`config.mk`:
```
export PLATFORM = sky130hd
export DESIGN_NAME = enemy_base_sprite_engine
export DESIGN_NICKNAME = d
export VERILOG_FILES = /design/src/rtl/enemy_base_sprite_engine_pkg.sv /design/src/rtl/enemy_base_channel.sv /design/src/rtl/enemy_base_sprite_engine.sv
export SDC_FILE = /design/constraint.sdc
export NUM_CORES = 1
export LEC_CHECK = 0
export CAP_MARGIN = 20
export CORE_MARGIN = 2
export CORE_UTILIZATION = 40
export DETAILED_ROUTE_END_ITERATION = 7
export GPL_ROUTABILITY_DRIVEN = 0
export SLEW_MARGIN = 20
export SYNTH_ARGS = -nofsm -noshare
export SYNTH_HDL_FRONTEND = slang
export SYNTH_SLANG_ARGS = --single-unit
export TNS_END_PERCENT = 100
```
`constraint.sdc`:
```
create_clock -name vga_clk -period 6.5 [get_ports vga_clk]
set_input_delay 1.3 -clock vga_clk [delete_from_list [all_inputs] [get_ports vga_clk]]
set_output_delay 1.3 -clock vga_clk [all_outputs]
set_load 0.1 [all_outputs]
```
`src/rtl/enemy_base_sprite_engine_pkg.sv`:
```
// Shared types and constants for the enemy-base sprite engine.
// Latency: n/a (declarations only).
// Backpressure: n/a.
package enemy_base_pkg;

    localparam int COORD_W = 10;   // screen / world coordinate width
    localparam int IDX_W   = 3;    // palette index and base id width
    localparam int ADDR_W  = 13;   // sprite ROM address width
    localparam int CNT_W   = 16;   // per-base frame counter, covers respawn delays up to 65535

    typedef enum logic [1:0] {
        ALIVE     = 2'd0,
        EXPLODING = 2'd1,
        DEAD      = 2'd2
    } base_state_t;

    // Joystick direction codes; anything else holds position.
    localparam logic [3:0] DIR_UP    = 4'b1000;  // Y+1
    localparam logic [3:0] DIR_DOWN  = 4'b0100;  // Y-1
    localparam logic [3:0] DIR_RIGHT = 4'b0010;  // X-1
    localparam logic [3:0] DIR_LEFT  = 4'b0001;  // X+1

endpackage

```
`src/rtl/enemy_base_channel.sv`:
```
// One enemy base: world position, ALIVE/EXPLODING/DEAD life cycle and box hit test.
// Latency: position/state update 1 vga_clk; hit-test outputs combinational on DrawX/DrawY.
// Backpressure: none, follows frame_tick and the raster unconditionally.
// Ports: vga_clk/Reset; frame_tick, direction, hit, DrawX/DrawY in;
//        pos_x/pos_y, alive, destroyed (registered pulse), in_box, flash, dx/dy out.
module enemy_base_channel
    import enemy_base_pkg::*;
#(
    parameter int                 SPR_W          = 64,
    parameter int                 SPR_H          = 72,
    parameter int                 EXPLODE_FRAMES = 16,
    parameter int                 RESPAWN_FRAMES = 120,
    parameter logic [COORD_W-1:0] INIT_X0        = 10'd200,
    parameter logic [COORD_W-1:0] INIT_Y0        = 10'd100
) (
    input  logic               vga_clk,
    input  logic               Reset,
    input  logic               frame_tick,
    input  logic [3:0]         direction,
    input  logic               hit,
    input  logic [COORD_W-1:0] DrawX,
    input  logic [COORD_W-1:0] DrawY,
    output logic [COORD_W-1:0] pos_x,
    output logic [COORD_W-1:0] pos_y,
    output logic               alive,
    output logic               destroyed,
    output logic               in_box,
    output logic               flash,
    output logic [COORD_W-1:0] dx,
    output logic [COORD_W-1:0] dy
);

    localparam logic [CNT_W-1:0] EXPL_LAST = CNT_W'(EXPLODE_FRAMES - 1);
    localparam logic [CNT_W-1:0] RESP_LAST = CNT_W'((RESPAWN_FRAMES > 0) ? RESPAWN_FRAMES - 1 : 0);
    localparam bit               RESPAWNS  = (RESPAWN_FRAMES > 0);

    logic [COORD_W-1:0] x_q, x_d, y_q, y_d;
    logic [COORD_W-1:0] x_mv, y_mv;
    base_state_t        state_q, state_d;
    logic [CNT_W-1:0]   cnt_q, cnt_d;
    logic               destroyed_q, destroyed_d;

    always_ff @(posedge vga_clk) begin
        if (Reset) begin
            x_q         <= INIT_X0;
            y_q         <= INIT_Y0;
            state_q     <= ALIVE;
            cnt_q       <= '0;
            destroyed_q <= 1'b0;
        end else begin
            x_q         <= x_d;
            y_q         <= y_d;
            state_q     <= state_d;
            cnt_q       <= cnt_d;
            destroyed_q <= destroyed_d;
        end
    end

    always_comb begin
        // Movement applies in every state; modulo-1024 wrap is intentional.
        x_mv = x_q;
        y_mv = y_q;
        if (frame_tick) begin
            case (direction)
                DIR_UP:    y_mv = y_q + COORD_W'(1);
                DIR_DOWN:  y_mv = y_q - COORD_W'(1);
                DIR_RIGHT: x_mv = x_q - COORD_W'(1);
                DIR_LEFT:  x_mv = x_q + COORD_W'(1);
                default:   ;
            endcase
        end

        state_d     = state_q;
        cnt_d       = cnt_q;
        x_d         = x_mv;
        y_d         = y_mv;
        destroyed_d = 1'b0;

        case (state_q)
            ALIVE: begin
                // A tick in the same cycle as the hit moves the base but is
                // not counted as an explosion frame.
                if (hit) begin
                    state_d     = EXPLODING;
                    cnt_d       = '0;
                    destroyed_d = 1'b1;
                end
            end
            EXPLODING: begin
                if (frame_tick) begin
                    if (cnt_q == EXPL_LAST) begin
                        state_d = DEAD;
                        cnt_d   = '0;
                    end else begin
                        cnt_d = cnt_q + CNT_W'(1);
                    end
                end
            end
            DEAD: begin
                if (RESPAWNS && frame_tick) begin
                    if (cnt_q == RESP_LAST) begin
                        // Respawn position wins over this tick's move.
                        state_d = ALIVE;
                        cnt_d   = '0;
                        x_d     = INIT_X0;
                        y_d     = INIT_Y0;
                    end else begin
                        cnt_d = cnt_q + CNT_W'(1);
                    end
                end
            end
            default: begin
                state_d = ALIVE;
                cnt_d   = '0;
            end
        endcase
    end

    // Unsigned wrap-around difference makes the box test a pair of compares.
    assign dx        = DrawX - x_q;
    assign dy        = DrawY - y_q;
    assign in_box    = (int'(dx) < SPR_W) && (int'(dy) < SPR_H) && (state_q != DEAD);
    assign flash     = (state_q == EXPLODING) && cnt_q[2];
    assign pos_x     = x_q;
    assign pos_y     = y_q;
    assign alive     = (state_q == ALIVE);
    assign destroyed = destroyed_q;

endmodule

```
`src/rtl/enemy_base_sprite_engine.sv`:
```
// N enemy bases sharing one sprite ROM: priority hit test, ROM addressing, palette output.
// Latency: 3 vga_clk from DrawX/DrawY/blank to pix_*; rom_addr 1 vga_clk after the pixel.
// Backpressure: none, the pipeline advances every vga_clk with the raster.
// Ports: vga_clk/Reset; frame_tick, direction, hit[N], DrawX/DrawY, blank, rom_q in;
//        rom_addr, pix_valid/pix_index/pix_id, Base_X/Base_Y (packed), alive, destroyed out.
module enemy_base_sprite_engine
    import enemy_base_pkg::*;
#(
    parameter int                         N_BASES        = 2,
    parameter int                         SPR_W          = 64,
    parameter int                         SPR_H          = 72,
    parameter logic [N_BASES*COORD_W-1:0] INIT_X         = {10'd400, 10'd200},
    parameter logic [N_BASES*COORD_W-1:0] INIT_Y         = {10'd300, 10'd100},
    parameter int                         EXPLODE_FRAMES = 16,
    parameter int                         RESPAWN_FRAMES = 120,
    parameter logic [IDX_W-1:0]           EXPLODE_IDX    = 3'd7
) (
    input  logic                         vga_clk,
    input  logic                         Reset,
    input  logic                         frame_tick,
    input  logic [3:0]                   direction,
    input  logic [N_BASES-1:0]           hit,
    input  logic [COORD_W-1:0]           DrawX,
    input  logic [COORD_W-1:0]           DrawY,
    input  logic                         blank,
    output logic [ADDR_W-1:0]            rom_addr,
    input  logic [IDX_W-1:0]             rom_q,
    output logic                         pix_valid,
    output logic [IDX_W-1:0]             pix_index,
    output logic [IDX_W-1:0]             pix_id,
    output logic [N_BASES*COORD_W-1:0]   Base_X,
    output logic [N_BASES*COORD_W-1:0]   Base_Y,
    output logic [N_BASES-1:0]           alive,
    output logic [N_BASES-1:0]           destroyed
);

    logic [COORD_W-1:0] ch_x  [N_BASES];
    logic [COORD_W-1:0] ch_y  [N_BASES];
    logic [COORD_W-1:0] ch_dx [N_BASES];
    logic [COORD_W-1:0] ch_dy [N_BASES];
    logic [N_BASES-1:0] ch_in_box;
    logic [N_BASES-1:0] ch_flash;

    for (genvar g = 0; g < N_BASES; g++) begin : g_base
        enemy_base_channel #(
            .SPR_W          (SPR_W),
            .SPR_H          (SPR_H),
            .EXPLODE_FRAMES (EXPLODE_FRAMES),
            .RESPAWN_FRAMES (RESPAWN_FRAMES),
            .INIT_X0        (INIT_X[COORD_W*g +: COORD_W]),
            .INIT_Y0        (INIT_Y[COORD_W*g +: COORD_W])
        ) u_channel (
            .vga_clk    (vga_clk),
            .Reset      (Reset),
            .frame_tick (frame_tick),
            .direction  (direction),
            .hit        (hit[g]),
            .DrawX      (DrawX),
            .DrawY      (DrawY),
            .pos_x      (ch_x[g]),
            .pos_y      (ch_y[g]),
            .alive      (alive[g]),
            .destroyed  (destroyed[g]),
            .in_box     (ch_in_box[g]),
            .flash      (ch_flash[g]),
            .dx         (ch_dx[g]),
            .dy         (ch_dy[g])
        );
    end

    always_comb begin
        Base_X = '0;
        Base_Y = '0;
        for (int i = 0; i < N_BASES; i++) begin
            Base_X[COORD_W*i +: COORD_W] = ch_x[i];
            Base_Y[COORD_W*i +: COORD_W] = ch_y[i];
        end
    end

    // Stage 0: lowest-index base whose box covers the pixel owns it, even if
    // its sprite texel turns out to be transparent.
    logic               sel_found;
    logic [IDX_W-1:0]   sel_id;
    logic [COORD_W-1:0] sel_dx, sel_dy;
    logic               sel_flash;
    logic [ADDR_W-1:0]  addr_d;

    always_comb begin
        sel_found = 1'b0;
        sel_id    = '0;
        sel_dx    = '0;
        sel_dy    = '0;
        sel_flash = 1'b0;
        for (int i = N_BASES - 1; i >= 0; i--) begin
            if (ch_in_box[i]) begin
                sel_found = 1'b1;
                sel_id    = IDX_W'(i);
                sel_dx    = ch_dx[i];
                sel_dy    = ch_dy[i];
                sel_flash = ch_flash[i];
            end
        end
        // Out-of-box pixels park at address 0 so the ROM is never overrun.
        addr_d = '0;
        if (sel_found) begin
            addr_d = ADDR_W'(sel_dy) * ADDR_W'(SPR_W) + ADDR_W'(sel_dx);
        end
    end

    // Stage 1: ROM address issued, side information tracks it.
    logic [ADDR_W-1:0] rom_addr_q;
    logic              s1_box_q, s1_flash_q, s1_blank_q;
    logic [IDX_W-1:0]  s1_id_q;
    // Stage 2: aligned with rom_q.
    logic              s2_box_q, s2_flash_q, s2_blank_q;
    logic [IDX_W-1:0]  s2_id_q;
    // Stage 3: outputs.
    logic              pix_valid_q, pix_valid_d;
    logic [IDX_W-1:0]  pix_index_q, pix_index_d;
    logic [IDX_W-1:0]  pix_id_q, pix_id_d;

    always_comb begin
        pix_valid_d = s2_box_q && s2_blank_q && (rom_q != '0);
        pix_index_d = '0;
        pix_id_d    = '0;
        if (pix_valid_d) begin
            pix_index_d = s2_flash_q ? EXPLODE_IDX : rom_q;
            pix_id_d    = s2_id_q;
        end
    end

    always_ff @(posedge vga_clk) begin
        if (Reset) begin
            rom_addr_q  <= '0;
            s1_box_q    <= 1'b0;
            s1_flash_q  <= 1'b0;
            s1_blank_q  <= 1'b0;
            s1_id_q     <= '0;
            s2_box_q    <= 1'b0;
            s2_flash_q  <= 1'b0;
            s2_blank_q  <= 1'b0;
            s2_id_q     <= '0;
            pix_valid_q <= 1'b0;
            pix_index_q <= '0;
            pix_id_q    <= '0;
        end else begin
            rom_addr_q  <= addr_d;
            s1_box_q    <= sel_found;
            s1_flash_q  <= sel_flash;
            s1_blank_q  <= blank;
            s1_id_q     <= sel_id;
            s2_box_q    <= s1_box_q;
            s2_flash_q  <= s1_flash_q;
            s2_blank_q  <= s1_blank_q;
            s2_id_q     <= s1_id_q;
            pix_valid_q <= pix_valid_d;
            pix_index_q <= pix_index_d;
            pix_id_q    <= pix_id_d;
        end
    end

    assign rom_addr  = rom_addr_q;
    assign pix_valid = pix_valid_q;
    assign pix_index = pix_index_q;
    assign pix_id    = pix_id_q;

endmodule

```
# After elaboration in Yosys (flattened, before gate mapping)

Cells that the tools add are included.

Flip-flop bits (word level): 110
Input port bits: 33
Output and inout bits: 64
Word-level logic and storage cells: 145

Add/subtract/negate cells: 15
Order comparisons: 4
Equal/unequal tests: 24
Mux-type cells: 56
Bitwise operators: 4
Reduce and logical (&&, ||, !) cells: 20

Operators by type and width:

| cell                                                  | number |
|---|---|
| two-way mux 10 bit                                    | 18 |
| two-way mux 16 bit                                    | 10 |
| case mux 16 bit (3 select lines)                      | 2 |
| case mux 10 bit (2 select lines)                      | 4 |
| adder 10 x 1 -> 10 bit, second input constant         | 4 |
| < comparator 10 x 7 -> 1 bit, second input constant   | 4 |
| subtractor 10 x 1 -> 10 bit, second input constant    | 4 |
| subtractor 10 bit                                     | 4 |
| adder 16 x 1 -> 16 bit, second input constant         | 2 |
| equality test 16 x 4 -> 1 bit, second input constant  | 2 |
| equality test 16 x 7 -> 1 bit, second input constant  | 2 |
| two-way mux 2 bit                                     | 10 |
| inequality test 2 bit, second input constant          | 8 |
| two-way mux 7 bit                                     | 2 |
| adder 13 x 10 -> 13 bit                               | 1 |
| case mux 2 bit (3 select lines)                       | 2 |
| AND reduction 5 bit                                   | 2 |
| OR reduction 2 bit                                    | 5 |
| logical AND 1 bit                                     | 8 |
| inequality test 2 x 1 -> 1 bit, second input constant | 4 |
| two-way mux 1 bit                                     | 7 |
| AND reduction 3 bit                                   | 2 |
| equality test 2 x 1 -> 1 bit, second input constant   | 2 |
| equality test 2 bit, second input constant            | 2 |
| other kinds (8)                                       | 12 |

# Logic depth before layout (Yosys ltp)

Gate-level depths: netlist (run 1).

Depth in word-level cells: 8
Gate-level depth with buffers: 23
Gate-level depth less buffers: 23

# Cells and area by module

A second synthesis (run 1) with hierarchy kept.

Cell total of the unflattened synthesis: 959
Area, all modules: 7633.6 µm²

Modules (own cells, without submodules):

| module                                   | times used | cells each | area an instance (µm²) | seq. area each (µm²) |
|---|---|---|---|---|
| enemy_base_channel (g_base[0].u_channel) | 1          | 445        | 3358.2                 | 780.7 |
| enemy_base_channel (g_base[1].u_channel) | 1          | 408        | 3174.3                 | 780.7 |
| enemy_base_sprite_engine                 | 1          | 106        | 1101.1                 | 520.5 |

# Least setup slack after synthesis (run 1)

OpenSTA, ideal clock, no wires.

Kind: input to register
From: in direction[1]
To: reg g_base[0].u_channel.y_q[9]
Setup time: 0.070 ns
Arrival: 5.475 ns
Required time: 6.430 ns
Path slack: 0.955 ns
Stages: 11
Path buffers: 0
Cell sequence: nor4b_1 ha_1 a21o_1 a21oi_1 nor2b_1 o21a_1 o41ai_1 o21ai_0 xnor2_1 or3_1 a21oi_1

Word-level cells in the longest chain between the ends: 6
Elaborated cells on any way between the ends: 7
Those cells by class: 2 x eq/ne; 5 x mux

Ends and longest elaborated chain:

| item                                                                       | line                           | text |
|---|---|---|
| start: declaration                                                         | enemy_base_sprite_engine.sv:21 | `input logic [3:0] direction,` |
| equality test 4 x 3 -> 1 bit / equality test 4 bit (equally long branches) | enemy_base_channel.sv:64       | `case (direction)` |
| case mux 10 bit (2 select lines) (*)                                       | enemy_base_channel.sv:64       |  |
| two-way mux 10 bit (*)                                                     | enemy_base_channel.sv:63       | `if (frame_tick) begin` |
| two-way mux 10 bit                                                         | enemy_base_channel.sv:101      | `if (cnt_q == RESP_LAST) begin` |
| two-way mux 10 bit                                                         | enemy_base_channel.sv:100      | `if (RESPAWNS && frame_tick) begin` |
| two-way mux 10 bit (*)                                                     | enemy_base_channel.sv:79       | `case (state_q)` |
| end signal: assignment                                                     | enemy_base_channel.sv:52       | `y_q <= y_d;` |
| end: declaration                                                           | enemy_base_channel.sv:37       | `logic [COORD_W-1:0] x_q, x_d, y_q, y_d;` |

Every way passes the cells marked *; elsewhere a longest branch is shown, timed or not.
A chain may end at the register's enable or synchronous reset.

# Worst setup path after layout (run 1)

From: in DrawY[0]
To: reg rom_addr_q[7] (netlist: rom_addr[7])

Word-level cells in the longest chain between the ends: 8
Elaborated cells on any way between the ends: 17
Those cells by class: 3 x add/sub; 2 x order compare; 6 x mux; 1 x bitwise; 5 x reduce/logical

Ends and longest elaborated chain:

| item                                                                            | line                            | text |
|---|---|---|
| start: declaration                                                              | enemy_base_sprite_engine.sv:24  | `input logic [COORD_W-1:0] DrawY,` |
| parallel branches: the longest is 8 deep, another holds adder 13 x 10 -> 13 bit | --                              |  |
| end signal: assignment                                                          | enemy_base_sprite_engine.sv:147 | `rom_addr_q <= addr_d;` |
| end: declaration                                                                | enemy_base_sprite_engine.sv:111 | `logic [ADDR_W-1:0] rom_addr_q;` |

Parallel ways; which one is timed is not known.

==> run_summary.xml, run 1 <==
<?xml version="1.0" encoding="UTF-8"?>
<metrics>
  <group name="sta">
    <metric name="final_min_period_over_clock_period" unit="%">79.4</metric>
    <metric name="finalWorstSetupSlack" unit="ns">1.34</metric>
    <metric name="max_slew_vio_count" unit="">0</metric>
    <metric name="finClkSkew" unit="ns">0.00914</metric>
    <metric name="period_needed" unit="ns">5.16</metric>
    <metric name="timing.final.setup_violations" unit="">0</metric>
    <metric name="timing.fmax" unit="MHz">194</metric>
    <metric name="rsz0062_at_grt" unit="">no</metric>
    <metric name="timing.final.hold_violations" unit="">0</metric>
    <metric name="worst_slew_margin_rel" unit="%">33.1</metric>
    <metric name="worstMarginPinSlew" unit="ns">0.998</metric>
    <metric name="final.setup.tns" unit="ns">0</metric>
  </group>
  <group name="synthesis">
    <metric name="asyncSetResetFlopFracSynth" unit="%">0</metric>
    <metric name="synth_area_leader_cell" unit="">dfxtp_1</metric>
    <metric name="yosys.cell_count.top_type" unit="">nor2_1</metric>
    <metric name="gate_count_of_the_mapped_netlist" unit="">900</metric>
    <metric name="main_area_contributors_after_synthesis" unit="">dfxtp_1, ha_1, nor2_1</metric>
    <metric name="mappedNetlistArea" unit="um2">7340</metric>
    <metric name="post_synth.cell_area_avg" unit="um2">8.16</metric>
    <metric name="ys_top_cells_by_count" unit="">nor2_1, dfxtp_1, ha_1</metric>
    <metric name="synth_ff_type" unit="">dfxtp_1</metric>
    <metric name="synth_top_cell_area_share" unit="%">28.4</metric>
    <metric name="ys.warnings.count" unit="">0</metric>
    <metric name="synth_enable_flop_cells" unit="">0</metric>
    <metric name="postSynthRegisterBits" unit="">104</metric>
    <metric name="synth.lib_cells_used.distinct" unit="">70</metric>
    <metric name="synth_sequential_area_ratio" unit="%">28.4</metric>
  </group>
  <group name="placement">
    <metric name="pre_cts_ws" unit="ns">0.975</metric>
    <metric name="numPortBuffers" unit="">94</metric>
    <metric name="dp_hpwl" unit="um">13700</metric>
  </group>
  <group name="floorplan">
    <metric name="floorplan.die_area" unit="um2">19500</metric>
    <metric name="num_rows" unit="">49</metric>
    <metric name="die_h" unit="um">139</metric>
    <metric name="core_area" unit="um2">18000</metric>
    <metric name="start_util" unit="%">40.9</metric>
    <metric name="die_w" unit="um">139</metric>
    <metric name="io-pin-count" unit="">97</metric>
  </group>
  <group name="clock_tree">
    <metric name="clkTransAtPathRegs" unit="ns">0.07</metric>
    <metric name="cts_tree" unit="">done</metric>
    <metric name="postCtsResizedCells" unit="">0</metric>
    <metric name="number_of_buffers_created_by_cts" unit="">9</metric>
    <metric name="cts-root-buf" unit="">clkbuf_16</metric>
    <metric name="htree_levels" unit="">3</metric>
    <metric name="tritoncts_num_sinks" unit="">104</metric>
    <metric name="cts-root-to-sink-buffers" unit="">2</metric>
    <metric name="post-cts-setup-buffer-count" unit="">0</metric>
    <metric name="worstSkewPairLatency" unit="ns">0.36</metric>
    <metric name="holdBufCountCts" unit="">0</metric>
  </group>
  <group name="pwr">
    <metric name="swShare" unit="%">36.3</metric>
    <metric name="netSwitchingPower" unit="uW">665</metric>
    <metric name="pwr_density_cell" unit="nW/um2">208</metric>
    <metric name="power.combinational.fraction" unit="%">31.7</metric>
    <metric name="power.clock.fraction" unit="%">31.0</metric>
    <metric name="cell_internal_power" unit="uW">1170</metric>
    <metric name="cellLeakagePower" unit="uW">0.00372</metric>
    <metric name="sequential_share_of_power" unit="%">37.3</metric>
    <metric name="peakVddDrop" unit="mV">0.322</metric>
  </group>
  <group name="cells_and_area">
    <metric name="drive_above_1_share" unit="%">3.62</metric>
    <metric name="n_fill_cell" unit="">1749</metric>
    <metric name="fin_nets" unit="">1111</metric>
    <metric name="num_antenna_cells" unit="">0</metric>
    <metric name="area_delta_synth_final" unit="%">20.0</metric>
    <metric name="layout.core_utilization" unit="%">49.0</metric>
  </group>
  <group name="worst_setup_path">
    <metric name="cp_top_family" unit="">compound AO/OA/AOI/OAI gates</metric>
    <metric name="critical_path.most_common_cell" unit="">inv_1</metric>
    <metric name="crit_required" unit="ns">6.80</metric>
    <metric name="end_kind" unit="">flop</metric>
    <metric name="timing.critical_path.arrival" unit="ns">5.46</metric>
    <metric name="critical_path.cell_chain" unit="">clkdlybuf4s50_1 -&gt; inv_1 -&gt; ha_1 -&gt; inv_1 -&gt; fa_1 -&gt; a211o_1 -&gt; a31o_1 -&gt; a2111oi_2 -&gt; o21ai_0 -&gt; nand4_2 -&gt; nor4_4 -&gt; buf_4 -&gt; nor4_4 -&gt; inv_2 -&gt; o21ai_1 -&gt; inv_1 -&gt; fa_1 -&gt; nor2_1</metric>
    <metric name="criticalPathCategory" unit="">primary input to flop</metric>
    <metric name="critPathMaxFanout" unit="">15</metric>
    <metric name="worst_path_max_delay_cell" unit="">nor4_4</metric>
    <metric name="critPathBufInv" unit="">6</metric>
    <metric name="startpoint_types" unit="">primary input</metric>
    <metric name="cp_slowest_stage_delay" unit="ns">0.58</metric>
  </group>
  <group name="routing">
    <metric name="drt_iter0_drc" unit="">308</metric>
    <metric name="tritonroute_pass_1_iters" unit="">5</metric>
    <metric name="drt-vias-per-instance" unit="">5.17</metric>
    <metric name="vias_after_detailed_routing" unit="">6323</metric>
    <metric name="drt_wl_total" unit="um">17800</metric>
    <metric name="drc_errors" unit="">0</metric>
    <metric name="postRouteAntennaNets" unit="">0</metric>
    <metric name="route.detailed.wl_per_inst" unit="um">14.6</metric>
  </group>
  <group name="job">
    <metric name="maxCapViolCount" unit="">0</metric>
  </group>
  <group name="status">
    <metric name="status" unit="">finished clean</metric>
  </group>
  <group name="global_route">
    <metric name="grt_max_degree" unit="">34</metric>
    <metric name="grt_remaining_overflow" unit="">0</metric>
    <metric name="first_pass_grt_wire_length" unit="um">29100</metric>
    <metric name="grt_antenna_before_repair" unit="">0</metric>
    <metric name="grt_pass1_vias" unit="">5866</metric>
    <metric name="grt_util_all_layers" unit="%">18.3</metric>
  </group>
  <group name="min_path">
    <metric name="worst_min_delay_path_class" unit="">flop to flop</metric>
  </group>
</metrics>
[layout by cell type (no fill, tap or decap), types with 6 or more instances in the layout]
master and count:
ha_1 80, xnor2_1 36, dfxtp_1 104, nand2_1 52, o22ai_1 6, and3_1 11, fa_1 9, clkdlybuf4s50_1 94
nor2b_1 24, nand4_1 7, nor2_1 124, nor3_1 25, o21ai_0 31, xor2_1 46, nand2b_1 14, mux2i_1 11
o211ai_1 13, inv_1 64, conb_1 7, clkbuf_16 9, a21o_1 23, o21a_1 14, or3_1 8, a21oi_1 59
nand3_1 31
[stage by stage]
step / cells / power, uW / area, um2 / hold WS [ns]
floorplan: 905 / 1150 / 7360 / 0.406
global placement: 1207 / 1270 / 8510 / 0.411
detailed placement: 1207 / 1280 / 8510 / 0.410
CTS: 1223 / 1850 / 8810 / 0.427
global route: 1223 / 1930 / 8810 / 0.455
finish: 1223 / 1830 / 8810 / 0.425
[layer usage]
| metal | global-route usage, % | vias to the layer above | routed length (um) | part of all wire [%] |
|---|---|---|---|---|
| met2 | 29.4 | 103 | 8090 | 45 |
| li1 | - | 3309 | - | - |
| met3 | 3.92 | 8 | 783 | 4.4 |
| met5 | 0 | - | 0 | 0 |
| met1 | 25.0 | 2903 | 8790 | 49 |
| met4 | 4.47 | 0 | 138 | 0.78 |
[registers in the layout, summed over array words and instances (netlist names), 2 cells and up]
signal and cells:
g_base.u_channel.destroyed 2, pix_index 3, g_base.u_channel.cnt_q 32, g_base.u_channel.state_q 4, g_base.u_channel.pos_y 20, g_base.u_channel.pos_x 20, rom_addr 13
[worst paths after layout]
kind / depth (start not counted) / to / slack [ns] / startpoint
hold / removal: 1 / pix_id[0] / 0.42 / s2_id_q[0]
setup reg to reg: 16 / rom_addr[7] / 2.24 / g_base[0].u_channel.pos_y[0]
setup / recovery: 18 / rom_addr[7] / 1.34 / DrawY[0]
hold reg to reg: 1 / pix_id[0] / 0.42 / s2_id_q[0]
[power groups by stage]
stage	clock network (uW)	logic, uW	registers, uW
4_1_cts	586	582	683
5_1_grt	606	639	686
6_report	568	580	683
3_5_place_dp	0	578	698
3_3_place_gp	0	577	697
2_1_floorplan	0	409	743
[layout make-up]
class	count	area [um2]	share of cell area (%)
clock buffer	11	233	2.64
clock inverter	5	65.1	0.739
inverter	65	244	2.77
multi-input combinational	711	4930	55.9
sequential	104	2080	23.6
tap	229	287	3.25
timing repair buffer	98	971	11.0
[cells by family (layout without fill, tap and decap cells)]
logic type | after synthesis | in the layout | share of synthesized area, %
compound gates | 199 | 199 | 17.8
xor+xnor | 82 | 82 | 9.78
fa+ha+maj | 89 | 89 | 16.1
buf+inv | 90 | 179 | 4.92
flops | 104 | 104 | 28.4
mux | 12 | 12 | 1.65
other cells | 2 | 7 | 0.102
simple gates | 322 | 322 | 21.3
No activity file was read; power rests on OpenSTA's default activity.
==> run 2: changes to the inputs <==
- clock period: 6.5 -> 4.26 ns (I/O delays scaled with it)
==> run 2 against run 1 <==
Sequential power is 52% higher. Combinational power is 60% higher. Total power is 55% higher. Clock power is 54% higher. Final cell count is 3.4% higher. Sequential share of layout area is 0.91 points lower. Worst setup slack worse by 1.1 ns. Clock-buffer cell count is 1 lower. Utilization is 2.0 points higher. Critical path type unchanged. Largest power group unchanged.
==> run_summary.xml, run 2 (same netlist as run 1, synthesis figures left out) <==
<?xml version="1.0" encoding="UTF-8"?>
<metrics>
  <group name="status">
    <metric name="status" unit="">finished clean</metric>
  </group>
  <group name="worst_setup_path">
    <metric name="reg2reg_slack" unit="ns">0.78</metric>
    <metric name="critPathBufInv" unit="">5</metric>
    <metric name="critical_path.most_common_cell" unit="">inv_1</metric>
    <metric name="cp_slowest_stage_delay" unit="ns">0.45</metric>
    <metric name="critical_path.cell_chain" unit="">clkdlybuf4s50_1 -&gt; inv_1 -&gt; ha_1 -&gt; inv_1 -&gt; fa_2 -&gt; a211o_1 -&gt; a31o_1 -&gt; a21oi_2 -&gt; xor2_1 -&gt; o221ai_2 -&gt; nor4_4 -&gt; buf_4 -&gt; nand2_1 -&gt; o21ai_2 -&gt; inv_1 -&gt; fa_1 -&gt; nor2_1</metric>
    <metric name="cp_top_family" unit="">adder cells</metric>
    <metric name="timing.critical_path.arrival" unit="ns">4.30</metric>
    <metric name="crit_required" unit="ns">4.55</metric>
    <metric name="startpoint_types" unit="">primary input</metric>
    <metric name="end_kind" unit="">flop</metric>
    <metric name="count_of_cell_instances_traversed_by_the_critical_path" unit="">17</metric>
    <metric name="criticalPathCategory" unit="">primary input to flop</metric>
    <metric name="critPathMaxFanout" unit="">3</metric>
    <metric name="worst_r2r_path_depth" unit="">15</metric>
    <metric name="worst_path_max_delay_cell" unit="">fa_1</metric>
  </group>
  <group name="clock_tree">
    <metric name="cts-root-buf" unit="">clkbuf_16</metric>
    <metric name="cts_tree" unit="">done</metric>
    <metric name="clkTransAtPathRegs" unit="ns">0.07</metric>
    <metric name="number_of_buffers_created_by_cts" unit="">9</metric>
    <metric name="cts-root-to-sink-buffers" unit="">2</metric>
    <metric name="htree_levels" unit="">3</metric>
    <metric name="tritoncts_num_sinks" unit="">104</metric>
    <metric name="worstSkewPairLatency" unit="ns">0.36</metric>
  </group>
  <group name="job">
    <metric name="maxCapViolCount" unit="">0</metric>
  </group>
  <group name="global_route">
    <metric name="grt_antenna_before_repair" unit="">0</metric>
    <metric name="grt_max_degree" unit="">34</metric>
    <metric name="grt_remaining_overflow" unit="">0</metric>
    <metric name="grt_pass1_vias" unit="">6134</metric>
    <metric name="first_pass_grt_wire_length" unit="um">29800</metric>
    <metric name="grt_util_all_layers" unit="%">18.7</metric>
  </group>
  <group name="pwr">
    <metric name="cellLeakagePower" unit="uW">0.00394</metric>
    <metric name="pwr_density_cell" unit="nW/um2">310</metric>
    <metric name="power" unit="uW">2840</metric>
    <metric name="peakVddDrop" unit="mV">0.395</metric>
  </group>
  <group name="routing">
    <metric name="route.detailed.wl_per_inst" unit="um">14.3</metric>
    <metric name="tritonroute_pass_1_iters" unit="">4</metric>
    <metric name="drc_errors" unit="">0</metric>
    <metric name="drt_iter0_drc" unit="">229</metric>
    <metric name="drt-vias-per-instance" unit="">5.13</metric>
    <metric name="vias_after_detailed_routing" unit="">6484</metric>
    <metric name="postRouteAntennaNets" unit="">0</metric>
    <metric name="drt_wl_total" unit="um">18100</metric>
  </group>
  <group name="floorplan">
    <metric name="start_util" unit="%">40.9</metric>
    <metric name="floorplan.die_area" unit="um2">19500</metric>
    <metric name="io-pin-count" unit="">97</metric>
    <metric name="die_w" unit="um">139</metric>
    <metric name="core_area" unit="um2">18000</metric>
    <metric name="num_rows" unit="">49</metric>
    <metric name="die_h" unit="um">139</metric>
  </group>
  <group name="placement">
    <metric name="numPortBuffers" unit="">94</metric>
    <metric name="dp_hpwl" unit="um">14300</metric>
    <metric name="placed_cells" unit="">1247</metric>
    <metric name="pre_cts_ws" unit="ns">-0.348</metric>
  </group>
  <group name="cells_and_area">
    <metric name="layout.cells.most_common" unit="">nor2_1</metric>
    <metric name="layout.core_utilization" unit="%">51.1</metric>
    <metric name="area_delta_synth_final" unit="%">24.9</metric>
    <metric name="drive_above_1_share" unit="%">8.21</metric>
    <metric name="final_cell_mix" unit="">nor2_1, dfxtp_1, clkdlybuf4s50_1</metric>
    <metric name="final_cell_count_no_fill" unit="">1264</metric>
    <metric name="n_fill_cell" unit="">1738</metric>
    <metric name="num_antenna_cells" unit="">0</metric>
    <metric name="largest-register" unit="">g_base.u_channel.cnt_q</metric>
    <metric name="multi_input_gate_area" unit="um2">4960</metric>
    <metric name="register_area" unit="um2">2080</metric>
    <metric name="fin_nets" unit="">1153</metric>
    <metric name="largest_register_ffs" unit="">32</metric>
  </group>
  <group name="sta">
    <metric name="rsz0062_at_grt" unit="">no</metric>
    <metric name="worst_slew_margin_rel" unit="%">33.9</metric>
    <metric name="final_min_period_over_clock_period" unit="%">94.0</metric>
    <metric name="worst_hold_slack" unit="ns">0.431</metric>
    <metric name="worstMarginPinSlew" unit="ns">0.989</metric>
    <metric name="finClkSkew" unit="ns">0.00943</metric>
    <metric name="timing.fmax" unit="MHz">250</metric>
    <metric name="timing.final.hold_violations" unit="">0</metric>
    <metric name="timing.final.setup_violations" unit="">0</metric>
    <metric name="period_needed" unit="ns">4.00</metric>
    <metric name="finalWorstSetupSlack" unit="ns">0.257</metric>
    <metric name="max_slew_vio_count" unit="">0</metric>
  </group>
  <group name="min_path">
    <metric name="whs_path_depth" unit="">1</metric>
    <metric name="worst_min_delay_path_class" unit="">flop to flop</metric>
  </group>
</metrics>
-- run 2: metal layers --
layer | global-route usage [%] | vias up | part of all wire [%]
met3 | 3.27 | 13 | 3.8
li1 | - | 3391 | -
met5 | 0 | - | 0
met4 | 4.63 | 0 | 1.0
met1 | 26.2 | 2989 | 51
met2 | 29.8 | 91 | 44
-- run 2: cell type report --
cell class                 instances  area share [%]
clock inverter                     5           0.696
timing repair buffer             140            14.1
multi-input combinational        711            54.1
clock buffer                      10            2.61
tap                              229            3.12
inverter                          65            2.66
sequential                       104            22.7
-- run 2: where the power goes --
group / leakage, uW / switching, uW / internal (uW)
logic: 0.00295 / 593 / 333
registers: 0.000842 / 33.0 / 1010
clock network: 0.000151 / 395 / 477
total: 0.00394 / 1020 / 1820
-- run 2: path summary, 6_finish.rpt --
check,start,end
setup / recovery,DrawY[0],rom_addr[7]
hold / removal,s1_flash_q,s2_flash_q
setup reg to reg,g_base[1].u_channel.pos_x[1],rom_addr[7]
hold reg to reg,s1_flash_q,s2_flash_q
-- run 2: through the flow --
| stage | TNS, ns | area [um2] |
|---|---|---|
| after global placement | -0.815 | 8820 |
| after floorplan | 0 | 7370 |
| after detailed placement | -1.37 | 8820 |
| after global routing | 0 | 9170 |
| after CTS | 0 | 9120 |
| final | 0 | 9170 |
-- run 2: repair_timing --
item,4_1_cts,5_1_grt
resized for setup,0,6
setup buffers,0,1
hold buffers,0,0
endpoints found under the setup margin,0,4
